### config.mk
export PLATFORM = sky130hd
export DESIGN_NAME = uart_frame_tx
export DESIGN_NICKNAME = d
export VERILOG_FILES = /design/src/rtl/uart_frame_pkg.sv /design/src/rtl/uart_frame_fifo.sv /design/src/rtl/uart_frame_tx.sv
export SDC_FILE = /design/constraint.sdc
export NUM_CORES = 1
export LEC_CHECK = 0
export CORE_MARGIN = 3
export CORE_UTILIZATION = 51
export DETAILED_ROUTE_END_ITERATION = 10
export PLACE_DENSITY = 0.69
export SYNTH_ARGS = -nofsm -noshare
export SYNTH_HDL_FRONTEND = slang
export SYNTH_SLANG_ARGS = --single-unit
### constraint.sdc
create_clock -name clk -period 5.9 [get_ports clk]
set_clock_uncertainty 0.2 [all_clocks]
set_input_delay 1.475 -clock clk [delete_from_list [all_inputs] [get_ports clk]]
set_output_delay 1.475 -clock clk [all_outputs]
set_load 0.03 [all_outputs]
### src/rtl/uart_frame_pkg.sv
// uart_frame_pkg: shared types and constants for the uart framing transmitter.
package uart_frame_pkg;

   localparam int         LEN_W       = 8;
   localparam logic [7:0] SOF_DEFAULT = 8'h7E;

   typedef enum logic [2:0] {
      ST_IDLE,
      ST_LOAD,
      ST_STROBE,
      ST_WAIT_BUSY,
      ST_WAIT_IDLE,
      ST_DONE
   } state_t;

   typedef enum logic [1:0] {
      PH_SOF,
      PH_LEN,
      PH_PAY,
      PH_CSUM
   } phase_t;

endpackage

### src/rtl/uart_frame_fifo.sv
// uart_frame_fifo: synchronous payload FIFO with registered count/full and
// an overflow pulse when a push arrives while full (the byte is dropped).
module uart_frame_fifo
   import uart_frame_pkg::*;
#(
   parameter int DEPTH  = 16,
   parameter int DATA_W = 8
) (
   input  logic                     clk,
   input  logic                     rst,
   input  logic                     push,
   input  logic                     pop,
   input  logic [DATA_W-1:0]        wr_data,
   output logic [DATA_W-1:0]        rd_data,
   output logic                     full,
   output logic                     empty,
   output logic [$clog2(DEPTH):0]   count,
   output logic                     overflow
);

   localparam int AW    = $clog2(DEPTH);
   localparam int CNT_W = AW + 1;

   logic [DATA_W-1:0] mem [DEPTH];
   logic [AW-1:0]     wr_ptr;
   logic [AW-1:0]     rd_ptr;
   logic [CNT_W-1:0]  cnt_nxt;
   logic              do_push;
   logic              do_pop;

   assign do_push = push && !full;
   assign do_pop  = pop && !empty;
   assign empty   = (count == '0);
   assign rd_data = mem[rd_ptr];

   // Next occupancy; a simultaneous push and pop leaves it unchanged.
   always_comb begin
      cnt_nxt = count;
      case ({do_push, do_pop})
         2'b10:   cnt_nxt = count + CNT_W'(1);
         2'b01:   cnt_nxt = count - CNT_W'(1);
         default: cnt_nxt = count;
      endcase
   end

   // Storage array; contents need no reset because count gates every read.
   always_ff @(posedge clk) begin
      if (do_push) mem[wr_ptr] <= wr_data;
   end

   // Pointers wrap naturally at the power-of-two depth.
   always_ff @(posedge clk or negedge rst) begin
      if (!rst) begin
         wr_ptr   <= '0;
         rd_ptr   <= '0;
         count    <= '0;
         full     <= 1'b0;
         overflow <= 1'b0;
      end else begin
         if (do_push) wr_ptr <= wr_ptr + AW'(1);
         if (do_pop)  rd_ptr <= rd_ptr + AW'(1);
         count    <= cnt_nxt;
         full     <= (cnt_nxt == CNT_W'(DEPTH));
         overflow <= push && full;
      end
   end

endmodule

### src/rtl/uart_frame_tx.sv
// uart_frame_tx: frames queued payload bytes as SOF, LEN, payload[, CSUM] and
// hands them one at a time to a uart byte transmitter.
// Build option: define UART_FRAME_CSUM_EN to append an XOR checksum byte
// (LEN ^ all payload bytes) after the payload.
module uart_frame_tx
   import uart_frame_pkg::*;
#(
   parameter int         FIFO_DEPTH = 16,
   parameter logic [7:0] SOF_BYTE   = SOF_DEFAULT
) (
   input  logic                         clk,
   input  logic                         rst,
   input  logic                         wr_en,
   input  logic [7:0]                   wr_data,
   output logic                         fifo_full,
   output logic [$clog2(FIFO_DEPTH):0]  fifo_count,
   output logic                         overflow,
   input  logic                         frame_go,
   output logic                         busy,
   output logic                         frame_done,
   output logic                         uart_transmit,
   output logic [7:0]                   uart_tx_byte,
   input  logic                         uart_is_transmitting
);

   localparam int CNT_W = $clog2(FIFO_DEPTH) + 1;

   state_t            state;
   state_t            state_nxt;
   phase_t            phase;
   phase_t            phase_nxt;
   logic [CNT_W-1:0]  rem;
   logic [CNT_W-1:0]  rem_nxt;
   logic [LEN_W-1:0]  len;
   logic              start;
   logic              pop;
   logic              fifo_empty;
   logic [7:0]        fifo_rd_data;
   logic [7:0]        byte_sel;
`ifdef UART_FRAME_CSUM_EN
   logic [7:0]        csum;
`endif

   uart_frame_fifo #(
      .DEPTH  (FIFO_DEPTH),
      .DATA_W (8)
   ) u_fifo (
      .clk      (clk),
      .rst      (rst),
      .push     (wr_en),
      .pop      (pop),
      .wr_data  (wr_data),
      .rd_data  (fifo_rd_data),
      .full     (fifo_full),
      .empty    (fifo_empty),
      .count    (fifo_count),
      .overflow (overflow)
   );

   // Next-state logic: walk SOF, LEN, each payload byte and the optional checksum.
   always_comb begin
      state_nxt = state;
      phase_nxt = phase;
      rem_nxt   = rem;
      start     = 1'b0;
      pop       = 1'b0;
      unique case (state)
         ST_IDLE: begin
            if (frame_go && !fifo_empty) begin
               start     = 1'b1;
               phase_nxt = PH_SOF;
               state_nxt = ST_LOAD;
            end
         end
         ST_LOAD: begin
            pop       = (phase == PH_PAY);
            state_nxt = ST_STROBE;
         end
         ST_STROBE: begin
            state_nxt = ST_WAIT_BUSY;
         end
         ST_WAIT_BUSY: begin
            if (uart_is_transmitting) state_nxt = ST_WAIT_IDLE;
         end
         ST_WAIT_IDLE: begin
            if (!uart_is_transmitting) begin
               state_nxt = ST_LOAD;
               unique case (phase)
                  PH_SOF: phase_nxt = PH_LEN;
                  PH_LEN: phase_nxt = PH_PAY;
                  PH_PAY: begin
                     if (rem == CNT_W'(1)) begin
`ifdef UART_FRAME_CSUM_EN
                        phase_nxt = PH_CSUM;
`else
                        state_nxt = ST_DONE;
`endif
                     end else begin
                        rem_nxt = rem - CNT_W'(1);
                     end
                  end
                  PH_CSUM: state_nxt = ST_DONE;
                  default: state_nxt = ST_DONE;
               endcase
            end
         end
         ST_DONE: begin
            state_nxt = ST_IDLE;
         end
         default: begin
            state_nxt = ST_IDLE;
         end
      endcase
   end

   // Byte presented to the uart for the current phase.
   always_comb begin
      byte_sel = SOF_BYTE;
      unique case (phase)
         PH_SOF:  byte_sel = SOF_BYTE;
         PH_LEN:  byte_sel = len;
         PH_PAY:  byte_sel = fifo_rd_data;
`ifdef UART_FRAME_CSUM_EN
         PH_CSUM: byte_sel = csum;
`else
         PH_CSUM: byte_sel = SOF_BYTE;
`endif
         default: byte_sel = SOF_BYTE;
      endcase
   end

   // FSM state, phase and remaining-payload counter.
   always_ff @(posedge clk or negedge rst) begin
      if (!rst) begin
         state <= ST_IDLE;
         phase <= PH_SOF;
         rem   <= '0;
      end else begin
         state <= state_nxt;
         phase <= phase_nxt;
         rem   <= start ? fifo_count : rem_nxt;
      end
   end

   // Frame length captured at go; later pushes belong to the next frame.
   always_ff @(posedge clk) begin
      if (start) len <= LEN_W'(fifo_count);
   end

`ifdef UART_FRAME_CSUM_EN
   // Running checksum seeded with LEN, folded with each byte as it leaves the FIFO.
   always_ff @(posedge clk) begin
      if (start)    csum <= LEN_W'(fifo_count);
      else if (pop) csum <= csum ^ fifo_rd_data;
   end
`endif

   // Registered outputs derived from the state being entered.
   always_ff @(posedge clk or negedge rst) begin
      if (!rst) begin
         busy          <= 1'b0;
         frame_done    <= 1'b0;
         uart_transmit <= 1'b0;
         uart_tx_byte  <= '0;
      end else begin
         busy          <= (state_nxt != ST_IDLE) && (state_nxt != ST_DONE);
         frame_done    <= (state_nxt == ST_DONE);
         uart_transmit <= (state_nxt == ST_STROBE);
         if (state == ST_LOAD) uart_tx_byte <= byte_sel;
      end
   end

endmodule

==> results of run 1 <==
synthesized netlist by cell type (7+ instances only):
| library cell | n | area (µm²) |
|---|---|---|
| edfxtp_1 | 133 | 3990 |
| mux4_2 | 37 | 833 |
| dfrtp_1 | 36 | 901 |
| nor2_1 | 23 | 86.3 |
| nand2_1 | 18 | 67.6 |
| and2_1 | 17 | 106 |
| ha_1 | 13 | 163 |
| a21oi_1 | 12 | 60.1 |
| clkbuf_1 | 12 | 45.0 |
| inv_1 | 11 | 41.3 |
| xnor2_1 | 9 | 78.8 |
| nand3_1 | 8 | 40.0 |
| o21ai_0 | 7 | 35.0 |
final cells by class:
class	instances	area (µm²)
timing repair buffer	31	303
clock buffer	20	447
multi-input combinational	210	2010
inverter	11	41.3
tap	176	220
fill	987	5290
sequential	169	4900
clock inverter	12	141
through the flow:
step | util, % | std cells
after floorplan | - | 408
after global placement | 56.0 | 597
after detailed placement | 56.0 | 597
after CTS | 60.4 | 629
after global routing | 60.4 | 629
final | 60.4 | 629
logic make-up after synthesis:
group	count (synthesis)	synth area share (%)
flops	169	69.7
fa+ha+maj	13	2.32
mux	45	13.1
buf+inv	29	1.75
xor+xnor	14	1.75
simple gates	98	7.57
compound gates	40	3.87
how the worst min path moves through the flow:
stage                     from               to  slack [ns]  cells past startpoint
4_1_cts        uart_tx_byte[7]  uart_tx_byte[7]        0.30                      2
5_1_grt        uart_tx_byte[7]  uart_tx_byte[7]        0.33                      2
2_1_floorplan           rem[4]           rem[4]        0.28                      1
6_report       uart_tx_byte[7]  uart_tx_byte[7]        0.29                      2
3_3_place_gp   uart_tx_byte[7]  uart_tx_byte[7]        0.26                      2
3_5_place_dp   uart_tx_byte[7]  uart_tx_byte[7]        0.29                      2
state kept, by name (all words and copies together), names as in the netlist, 2 cells and up:
name / cells
u_fifo.rd_ptr: 4
phase: 2
u_fifo.mem: 128
len: 5
u_fifo.wr_ptr: 4
u_fifo.count: 5
rem: 5
uart_tx_byte: 8
state: 3
power by group through the flow:
stage	Clock [µW]	Combinational (µW)	Sequential (µW)
2_1_floorplan	0	631	1690
3_3_place_gp	0	903	1710
3_5_place_dp	0	920	1720
4_1_cts	1110	923	1700
5_1_grt	1160	988	1720
6_report	1090	910	1690
metal layers:
metal / part of all wire (%) / vias to the layer above / routed length (µm)
met2: 49 / 95 / 6440
li1: - / 1666 / -
met4: 0.70 / 0 / 91
met1: 44 / 1870 / 5710
met3: 6.4 / 7 / 833
met5: 0 / - / 0
worst reg2reg max path, delay by kind of cell, from the launching register on:
family                     cells  cell delay, ns
DFF                            1            0.45
and+or+nand+nor                5            1.36
AOI/OAI and AO/OA              2            0.48
adders and majority gates      1            0.22
buffers and inverters          1            0.43
xor gates and xnor gates       2            0.33
==> impl_metrics.tcl, run 1 <==
set metrics [dict create \
    cts_resized 0 \
    maxCapViolCount 0 \
    synth_fp_nets 434 \
    area_growth_syn_to_layout_pct 14.7 \
    drc 0 \
    cts_tree "built" \
    cts_setup_buffers 0 \
    avgViaCountPerCell 5.78 \
    critPathBufInv 2 \
    cts.reportedPaths.clkPinSlew_ns 0.06 \
    layout-drive-gt1-share_pct 17.9 \
    core_area_um2 13300 \
    drt-initial-drc-count 299 \
    antenna_found_initial 0 \
    antenna_cells 0 \
    seqPwrFrac_pct 45.9 \
    cts_root_buf "clkbuf_16" \
    switchingPower_uw 1130 \
    worst-r2r-cell-count 11 \
    cts_max_level 4 \
    fin_nets 466 \
    dr_total_vias 3638 \
    outcome "finished clean" \
    synthFlopType "edfxtp_1" \
    internal_power_uw 2560 \
    avgSynthCellArea_um2 17.2 \
    p_sw_share_pct 30.5 \
    worstSetupEndpoint "u_fifo.full" \
    crit_path_start_kind "input pin" \
    crit_type "input pin to flip-flop" \
    pwr-share-comb_pct 24.7 \
    path_common_cell "xor2_1" \
    crit_path_end_kind "flip-flop" \
    wl_per_cell_um 20.8 \
    grt_use_met2_pct 28.2 \
    crit_arrival_ns 4.52 \
    place.gp.congestion 0.774 \
    crit-reg2reg-launch "state[2]" \
    busiest_layer "met2" \
    numCtsBuffers 17 \
    p_per_area_nw_per_um2 458 \
    cts_hold_buffers 0 \
    max-clock-path-buffers 2 \
    worst_path_max_delay_cell "nor2b_1" \
    wl_um 13100 \
    drv_slew 0 \
    die_width_um 123 \
    fin_crit_ns 4.39 \
    yosys_warnings 0 \
    ir_drop_v 0.000366 \
    placed_area_um2 7470 \
    finalPower_uw 3690 \
    final_common_cell "edfxtp_1" \
    dieArea_um2 15200 \
    die_h_um 123 \
    ant_nets 0 \
    grt_overflow_total 0 \
    period_share_pct 74.4 \
    cp.depth 12 \
    rsz0062_at_grt "no" \
    dr.pass1.iters 4 \
    slowest_delay_ns 0.61 \
    io_pins 31 \
    r2r_end "u_fifo.full" \
    syn_area_um2 7020 \
    grt_max_degree 37 \
    clkPwrFrac_pct 29.5 \
    setup_tns_ns 0 \
    finalSetupViolCount 0 \
    synth_cells 408 \
    cts.sink_count 169 \
    globalRouteMet1Util_pct 27.5 \
    synth-edff-count 133 \
    relSlewSlack_pct 37.8 \
    dp.final_hpwl_um 8770 \
    hold_viol_final 0 \
    yosysSeqAreaShare_pct 69.7 \
    regToRegSetupSlack_ns 2.36 \
    hold-worst-slack_ns 0.287 \
    grt_pass1_vias 3661 \
    critPathTopFamily "simple AND/OR/NAND/NOR gates" \
    synth_seq_cells 169 \
    grt_use_met3_pct 5.17 \
    hp-class "flip-flop to flip-flop" \
    portBuffers 30 \
    grt_usage_pct 18.8 \
    worstPathRequired_ns 6.03 \
    clk_latency_ns 0.42 \
    p_leak_uw 0.00275 \
    placementRows 42 \
    grt_pass1_wl_um 20600 \
    tightest_slew_ns 0.920 \
    final_cell_mix "133 x edfxtp_1, 37 x mux4_2, 34 x dfrtp_1" \
    crit_start "wr_en" \
    floorplan.initialDensity_pct 52.6 \
    fin_area_um2 8060 \
    ys_types 42 \
    max_freq_mhz 228 \
    crit_fanout 10 \
    pre_cts_slack_ns 1.02 \
    path_cells "clkdlybuf4s50_1 -> nor2b_1 -> inv_1 -> nand3_1 -> nor2_1 -> xor2_1 -> ha_1 -> a21oi_1 -> nand4_1 -> a31oi_1 -> xor2_1 -> nor4b_2" \
    async_reset_ff_share_pct 21.3 \
    fin_ws_ns 1.51 \
]
No activity file was read; power rests on OpenSTA's default activity.
==> inputs of run 2 (changes only) <==
==> constraint.sdc (replaced) <==
create_clock -name clk -period 4.16 [get_ports clk]
set_clock_uncertainty 0.2 [all_clocks]
set_input_delay 1.04 -clock clk [delete_from_list [all_inputs] [get_ports clk]]
set_output_delay 1.04 -clock clk [all_outputs]
set_load 0.03 [all_outputs]
==> run 2 against run 1 <==
  * Cell count grew 0.79%
  * Worst hold slack better by 0.013 ns
  * Wire length is 2.3% higher
==> impl_metrics.tcl, run 2 (same netlist as run 1, synthesis figures left out) <==
set metrics [dict create \
    outcome "finished clean" \
    worstPathRequired_ns 4.30 \
    met3_length_um 530 \
    register_area_um2 4900 \
    hold_viol_final 0 \
    clk_latency_ns 0.43 \
    wl_per_cell_um 21.1 \
    critPathBufInv 1 \
    crit_start "state[2]" \
    slowest_delay_ns 0.55 \
    path_common_cell "xor2_1" \
    fin_nets 471 \
    crit_path_end_kind "flip-flop" \
    worst-r2r-cell-count 11 \
    cp.depth 11 \
    cts_resized 0 \
    placementRows 42 \
    utilization_pct 60.3 \
    p_per_area_nw_per_um2 638 \
    tightest_slew_ns 0.943 \
    multi_input_area_um2 2010 \
    top_register "u_fifo.mem" \
    met1_length_um 6130 \
    dr.pass1.iters 5 \
    cts_setup_buffers 0 \
    p_leak_uw 0.00275 \
    top_regs "u_fifo.mem (128), uart_tx_byte (8)" \
    cts.reportedPaths.clkPinSlew_ns 0.06 \
    grt_overflow_total 0 \
    core_area_um2 13300 \
    numCtsBuffers 17 \
    worstSetupEndpoint "u_fifo.full" \
    cts_root_buf "clkbuf_16" \
    avgViaCountPerCell 5.76 \
    fin_ws_ns 0.613 \
    drt-initial-drc-count 337 \
    fin_crit_ns 3.55 \
    wl_um 13400 \
    drv_slew 0 \
    relSlewSlack_pct 37.1 \
    cts_tree "built" \
    crit_type "flip-flop to flip-flop" \
    maxCapViolCount 0 \
    crit_arrival_ns 3.68 \
    pre_cts_slack_ns 0.384 \
    largest_reg_flops 128 \
    grt_pass1_wl_um 21100 \
    dp.cells 602 \
    floorplan.initialDensity_pct 52.6 \
    finalSetupViolCount 0 \
    io_pins 31 \
    layout-drive-gt1-share_pct 18.3 \
    critPathTopFamily "simple AND/OR/NAND/NOR gates" \
    final_common_cell "edfxtp_1" \
    setup_tns_ns 0 \
    dieArea_um2 15200 \
    crit-reg2reg-launch "state[2]" \
    grt_pass1_vias 3643 \
    hp-class "flip-flop to flip-flop" \
    crit_fanout 14 \
    grt_usage_pct 19.3 \
    antenna_found_initial 0 \
    cts.sink_count 169 \
    dp.final_hpwl_um 8800 \
    crit_path_start_kind "flip-flop" \
    portBuffers 30 \
    final_cell_mix "133 x edfxtp_1, 37 x mux4_2, 35 x dfrtp_1" \
    drc 0 \
    cts_max_level 4 \
    area_growth_syn_to_layout_pct 14.5 \
    ir_drop_v 0.000388 \
    die_h_um 123 \
    ant_nets 0 \
    cts_hold_buffers 0 \
    max_freq_mhz 282 \
    worst_path_max_delay_cell "or3b_1" \
    finalPower_uw 5130 \
    r2r_end "u_fifo.full" \
    max-clock-path-buffers 2 \
    path_cells "or3b_1 -> inv_1 -> nand3_1 -> nor2_1 -> xor2_1 -> ha_1 -> a21oi_1 -> nand4_1 -> a31oi_1 -> xor2_1 -> nor4b_2" \
    fillers 979 \
    grt_max_degree 37 \
    dr_total_vias 3652 \
    rsz0062_at_grt "no" \
    wl_met2_um 6530 \
    period_share_pct 85.3 \
    die_width_um 123 \
    antenna_cells 0 \
    regToRegSetupSlack_ns 0.61 \
    final_cells 634 \
    place.gp.congestion 0.812 \
    highest_layer "met4" \
]
-- run 2: cell type report --
class                      instances  share of cell area [%]
sequential                       169                    60.9
multi-input combinational        210                    24.9
clock buffer                      19                    5.38
timing repair buffer              36                    4.39
tap                              176                    2.74
clock inverter                    13                    1.18
inverter                          11                   0.513
-- run 2: worst min-delay path by stage --
stage	from	endpoint	slack, ns	cells after the start
finish	uart_tx_byte[7]	uart_tx_byte[7]	0.30	2
global route	uart_tx_byte[7]	uart_tx_byte[7]	0.34	2
CTS	uart_tx_byte[7]	uart_tx_byte[7]	0.30	2
detailed placement	uart_tx_byte[7]	uart_tx_byte[7]	0.29	2
global placement	uart_tx_byte[7]	uart_tx_byte[7]	0.29	2
floorplan	rem[4]	rem[4]	0.28	1
-- run 2: power breakdown --
| part | internal [µW] | switching, µW | total, µW |
|---|---|---|---|
| combinational | 634 | 687 | 1320 |
| sequential | 2110 | 289 | 2400 |
| clock | 768 | 647 | 1420 |
-- run 2: stage by stage --
stage | instance area (µm²) | hold slack [ns]
finish | 8050 | 0.301
global route | 8050 | 0.338
CTS | 8050 | 0.304
detailed placement | 7520 | 0.289
global placement | 7520 | 0.288
floorplan | 7020 | 0.276
-- run 2: metal layers --
metal | vias up | global-route usage, %
met4 | 0 | 6.16
met2 | 87 | 29.1
met5 | - | 0
met3 | 14 | 5.58
li1 | 1665 | -
met1 | 1886 | 27.6
-- run 2: worst register-to-register path, stage by stage, from the launching register on --
cell and delay [ns]:
dfrtp_1 0.46, or3b_1 0.55, inv_1 0.39, nand3_1 0.20, nor2_1 0.25, xor2_1 0.11, ha_1 0.22, a21oi_1 0.29
nand4_1 0.15, a31oi_1 0.20, xor2_1 0.20, nor4b_2 0.24
